--- config.mk ---
export PLATFORM = sky130hd
export DESIGN_NAME = pipeline_hazard_ctrl
export DESIGN_NICKNAME = d
export VERILOG_FILES = /design/src/rtl/pipeline_hazard_ctrl.sv
export SDC_FILE = /design/constraint.sdc
export NUM_CORES = 1
export LEC_CHECK = 0
export ABC_AREA = 1
export CORE_UTILIZATION = 48
export DETAILED_ROUTE_END_ITERATION = 6
export DONT_BUFFER_PORTS = 1
export SLEW_MARGIN = 20
export SYNTH_ARGS = -nofsm -noshare
export SYNTH_HDL_FRONTEND = slang
export SYNTH_SLANG_ARGS = --single-unit
--- constraint.sdc ---
create_clock -name clock -period 2.9 [get_ports clock]
set_clock_uncertainty 0.05 [all_clocks]
set_input_delay 0.87 -clock clock [delete_from_list [all_inputs] [get_ports clock]]
set_output_delay 0.87 -clock clock [all_outputs]
set_load 0.01 [all_outputs]
--- src/rtl/pipeline_hazard_ctrl.sv ---
// pipeline_hazard_ctrl
//   Central stall/flush sequencer for the 5-stage pipeline. It drives the write
//   enables and NOP-insert selects of the F/D, D/X, X/M and M/W latches and the
//   PC register. It detects load-use hazards and squashes wrong-path
//   instructions on taken branches. A two-state FSM with a watchdog sequences
//   multi-cycle mult/div operations, and the block generates the rStatus write
//   that the X/M latch carries.
//
// Parameters
//   MD_TIMEOUT    max cycles spent in MD_BUSY before completion is forced
//   TIMEOUT_CODE  rStatus value written when the watchdog expires
//
// Ports
//   clock, reset        rising-edge clock, asynchronous active-high reset
//   fd_ir, dx_ir        instructions in the F/D (decode) and D/X (execute) latches
//   branch_taken        X-stage branch/jump resolved taken this cycle
//   md_ready            mult/div result valid (single-cycle pulse)
//   md_exception        mult/div error, meaningful only together with md_ready
//   pc_en, fd_en, dx_en, xm_en, mw_en   latch / PC write enables
//   fd_nop, dx_nop, xm_nop              force the latch input to 0 (NOP)
//   md_start            start pulse to the mult/div unit
//   md_sel              X/M O-input takes the mult/div result instead of the ALU
//   status_wr           isRStatus_in of the X/M latch
//   status_val          rStatus_in of the X/M latch (0 when status_wr is 0)
//   busy                high while the FSM is in MD_BUSY
module pipeline_hazard_ctrl #(
  parameter int MD_TIMEOUT   = 64,
  parameter int TIMEOUT_CODE = 6
) (
  input  logic        clock,
  input  logic        reset,
  input  logic [31:0] fd_ir,
  input  logic [31:0] dx_ir,
  input  logic        branch_taken,
  input  logic        md_ready,
  input  logic        md_exception,
  output logic        pc_en,
  output logic        fd_en,
  output logic        dx_en,
  output logic        xm_en,
  output logic        mw_en,
  output logic        fd_nop,
  output logic        dx_nop,
  output logic        xm_nop,
  output logic        md_start,
  output logic        md_sel,
  output logic        status_wr,
  output logic [31:0] status_val,
  output logic        busy
);

  localparam int CW = (MD_TIMEOUT > 2) ? $clog2(MD_TIMEOUT) : 1;
  localparam logic [CW-1:0] CNT_LAST = CW'(MD_TIMEOUT - 1);

  typedef enum logic {RUN, MD_BUSY} state_t;

  state_t        state, state_n;
  logic [CW-1:0] cnt, cnt_n;

  // Instruction field decode
  logic [4:0] fd_op, fd_rd, fd_rs, fd_rt;
  logic [4:0] dx_op, dx_rd, dx_aluop;

  assign fd_op    = fd_ir[31:27];
  assign fd_rd    = fd_ir[26:22];
  assign fd_rs    = fd_ir[21:17];
  assign fd_rt    = fd_ir[16:12];
  assign dx_op    = dx_ir[31:27];
  assign dx_rd    = dx_ir[26:22];
  assign dx_aluop = dx_ir[6:2];

  logic unused_ir_bits;
  assign unused_ir_bits = ^{fd_ir[11:0], dx_ir[21:7], dx_ir[1:0]};

  logic dx_is_md, dx_is_div;
  assign dx_is_md  = (dx_op == 5'b00000) &&
                     ((dx_aluop == 5'b00110) || (dx_aluop == 5'b00111));
  assign dx_is_div = (dx_aluop == 5'b00111);

  // Which registers the decode-stage instruction reads, selected by opcode
  logic fd_reads_rs, fd_reads_rt, fd_reads_rd;
  always_comb begin
    fd_reads_rs = 1'b0;
    fd_reads_rt = 1'b0;
    fd_reads_rd = 1'b0;
    unique case (fd_op)
      5'b00000: begin fd_reads_rs = 1'b1; fd_reads_rt = 1'b1; end
      5'b00101: fd_reads_rs = 1'b1;
      5'b01000: fd_reads_rs = 1'b1;
      5'b00111: begin fd_reads_rs = 1'b1; fd_reads_rd = 1'b1; end
      5'b00010: begin fd_reads_rs = 1'b1; fd_reads_rd = 1'b1; end
      5'b00110: begin fd_reads_rs = 1'b1; fd_reads_rd = 1'b1; end
      5'b00100: fd_reads_rd = 1'b1;
      default: ;
    endcase
  end

  logic load_use;
  assign load_use = (dx_op == 5'b01000) && (dx_rd != 5'd0) &&
                    ((fd_reads_rs && (fd_rs == dx_rd)) ||
                     (fd_reads_rt && (fd_rt == dx_rd)) ||
                     (fd_reads_rd && (fd_rd == dx_rd)));

  always_ff @(posedge clock or posedge reset) begin
    if (reset) begin
      state <= RUN;
      cnt   <= '0;
    end else begin
      state <= state_n;
      cnt   <= cnt_n;
    end
  end

  always_comb begin
    state_n    = state;
    cnt_n      = cnt;
    pc_en      = 1'b1;
    fd_en      = 1'b1;
    dx_en      = 1'b1;
    xm_en      = 1'b1;
    mw_en      = 1'b1;
    fd_nop     = 1'b0;
    dx_nop     = 1'b0;
    xm_nop     = 1'b0;
    md_start   = 1'b0;
    md_sel     = 1'b0;
    status_wr  = 1'b0;
    status_val = '0;
    busy       = 1'b0;

    unique case (state)
      RUN: begin
        if (branch_taken) begin
          fd_nop = 1'b1;
          dx_nop = 1'b1;
        end else if (dx_is_md) begin
          md_start = 1'b1;
          pc_en    = 1'b0;
          fd_en    = 1'b0;
          dx_en    = 1'b0;
          xm_nop   = 1'b1;
          state_n  = MD_BUSY;
          cnt_n    = '0;
        end else if (load_use) begin
          pc_en  = 1'b0;
          fd_en  = 1'b0;
          dx_nop = 1'b1;
        end
      end
      MD_BUSY: begin
        busy = 1'b1;
        if (md_ready || (cnt == CNT_LAST)) begin
          // The op is still held in D/X (dx_en was low), so dx_ir tells mult from div.
          md_sel  = 1'b1;
          state_n = RUN;
          cnt_n   = '0;
          if (!md_ready) begin
            status_wr  = 1'b1;
            status_val = 32'(TIMEOUT_CODE);
          end else if (md_exception) begin
            status_wr  = 1'b1;
            status_val = dx_is_div ? 32'd5 : 32'd4;
          end
        end else begin
          pc_en  = 1'b0;
          fd_en  = 1'b0;
          dx_en  = 1'b0;
          xm_nop = 1'b1;
          cnt_n  = cnt + 1'b1;
        end
      end
      default: ;
    endcase
  end

endmodule

==> flow_metrics.py <==
metrics = {
    "synthesis": {
        "ys_warn_count": 0,
        "synth.distinct_cells": 27,
        "syn_area_per_cell_um2": 6.12,
        "ys_ff_latch": 7,
        "syn_inst": 171,
        "yosysSeqAreaShare": 0.167,
        "syn_area_um2": 1050,
    },
    "finish": {
        "fin_util": 0.489,
        "fin_area_um2": 980,
        "final_cell_mix": "nand2_1 (42), conb_1 (31), inv_1 (17), nor2_1 (17), inv_2 (10)",
        "syn_to_final_growth_pct": -6.45,
        "drive_gt1_frac": 0.128,
        "n_antenna_cell": 0,
        "layout_commonest_cell": "nand2_1",
        "fin_nets": 243,
    },
    "worst_setup_path": {
        "crit_family": "simple AND/OR/NAND/NOR gates",
        "crit_chain": "ha_1, nand2_2, nor3_2, nor2_2, nor2_4, inv_2, nand2_2, nand2_1, inv_2",
        "start_kind": "register",
        "max_stage_delay_ps": 390,
        "worstPathArrival_ps": 1800,
        "worst-path-buf-inv": 2,
        "end_kind": "output pin",
        "critical_path_class": "register to output pin",
        "critPathMaxFanout": 4,
        "cp_slowest_cell": "dfrtp_1",
        "cp.required_ps": 1980,
    },
    "clocking": {
        "cts_buffer_depth": 2,
        "h-tree-depth": 1,
        "cts_setup_buffers": 0,
        "cts-resized-gates": 0,
        "clkLatencyLatePin_ps": 260,
        "cts_buffers": 3,
        "ctsHoldBuffers": 0,
        "cts_tree": "done",
        "cts_sinks": 7,
        "clk_pin_slew_ps": 50,
        "root_buffer": "clkbuf_4",
    },
    "pwr": {
        "p_int_mw": 0.210,
        "ir_worst_vdd_mv": 0.160,
        "p_comb_frac": 0.333,
        "p_clk_frac": 0.264,
        "netSwitchingFraction": 0.392,
        "p_sw_mw": 0.136,
        "pwr-share-seq": 0.403,
        "power.density_nw_per_um2": 353,
        "power.leakage_nw": 0.564,
    },
    "placement": {
        "gp_congestion": 0.838,
        "io_buffer_count": 0,
        "dpl_cell_area_um2": 950,
        "hpwl_mm": 1.66,
    },
    "grt": {
        "overflow": 0,
        "grt_pass1_wl_mm": 3.17,
        "grt_usage": 0.170,
        "antenna_found_initial": 0,
        "grt_start_max_net_pins": 8,
        "grt_pass1_vias": 756,
    },
    "die": {
        "die_h_um": 48.7,
        "io-pin-count": 113,
        "die_w_um": 48.7,
        "core_area_um2": 2000,
        "num_rows": 16,
        "start_util": 0.523,
        "die_area_um2": 2370,
    },
    "sta": {
        "rsz0062_at_grt": "no",
        "hold_viol_final": 0,
        "finalCritPeriodShare": 0.937,
        "setup_viol_count_final": 0,
        "min_period_ps": 2720,
        "tns_ps": 0,
        "finalMaxSlewViolations": 0,
        "fmax_mhz": 368,
    },
    "drt": {
        "drtIter0Drc": 6,
        "drcViolationCount": 0,
        "drtAntennaViolNets": 0,
        "routed_via_density": 4.52,
        "first_pass_iters": 3,
        "wire_per_inst_um": 9.74,
        "routed_wl_mm": 1.94,
        "vias": 900,
    },
    "worst_hold_path": {
        "hold_class": "primary input to asynchronous set/reset pin",
    },
    "outcome": {
        "status": "completed",
    },
    "job": {
        "max-cap-violations": 0,
    },
}
power by group through the flow:
stage	registers [mW]	logic, mW	clock network (mW)
finish	0.139	0.115	0.0914
global route	0.141	0.131	0.105
CTS	0.138	0.115	0.0955
detailed placement	0.140	0.115	0
global placement	0.139	0.111	0
floorplan	0.135	0.132	0
final timing paths:
path                        start     end  slack (ps)  depth (start not counted)
setup / recovery           cnt[0]   pc_en         180                          9
hold / removal              reset  cnt[1]         380                          1
setup reg to reg           cnt[0]   state        1270                          8
hold reg to reg            cnt[0]  cnt[0]         460                          1
max in group asynchronous   reset   state        2210                          1
min in group clock         cnt[0]  cnt[0]         460                          1
metal layers:
layer / GRT usage / vias up / wire (um) / part of all wire
met5: 0 / - / 0 / 0
met4: 0.0784 / 0 / 17 / 0.0088
met3: 0.0440 / 3 / 148 / 0.076
met2: 0.273 / 51 / 931 / 0.48
met1: 0.211 / 383 / 841 / 0.43
li1: - / 463 / - / -
logic make-up after synthesis:
kind of cell    count (synthesis)  share of synthesized area
simple gates                   80                      0.346
fa+ha+maj                       1                     0.0119
buf+inv                        60                      0.333
compound gates                 14                     0.0753
xor+xnor                        7                     0.0585
other cells                     2                    0.00717
flops                           7                      0.167
cells in the mapped netlist:
library cell / count / share of area
inv_1: 18 / 0.065
o21ai_1: 3 / 0.014
nor3_1: 4 / 0.019
o31ai_1: 1 / 0.0072
xor2_1: 6 / 0.050
conb_1: 2 / 0.0072
nor4_1: 1 / 0.0060
nor2_1: 17 / 0.061
buf_4: 33 / 0.24
inv_2: 9 / 0.032
nand4_1: 1 / 0.0060
nand2_2: 2 / 0.012
nor3_2: 1 / 0.0096
nor2_4: 1 / 0.011
nor3b_1: 1 / 0.0072
xnor2_1: 1 / 0.0084
nand2_4: 1 / 0.011
a21oi_1: 4 / 0.019
nand2_1: 42 / 0.15
o22ai_1: 2 / 0.012
dfrtp_1: 7 / 0.17
o21ai_0: 3 / 0.014
ha_1: 1 / 0.012
nor4b_2: 1 / 0.014
a22o_1: 1 / 0.0084
nor2_2: 1 / 0.0060
nand3_1: 7 / 0.033
flip-flops by register name, summed over array words and instances, names as in the netlist:
signal and count:
state 1, cnt 6
final cells by class:
cell class	count	area, um2
fillers	225	1020
multi-input cells	133	636
flip-flops and latches	7	175
inverters	27	101
well taps	27	33.8
clock buffers	4	26.3
repair buffers	1	7.51
through the flow:
| step | total power, mW | cells | setup WS [ps] | hold WS, ps |
|---|---|---|---|---|
| final | 0.346 | 199 | 183 | 376 |
| after global routing | 0.378 | 199 | 23.5 | 385 |
| after CTS | 0.348 | 199 | 119 | 377 |
| after detailed placement | 0.255 | 195 | 206 | 444 |
| after global placement | 0.250 | 195 | 221 | 447 |
| after floorplan | 0.267 | 200 | 221 | 422 |
Note: power is estimated with default switching activity, not from simulation.
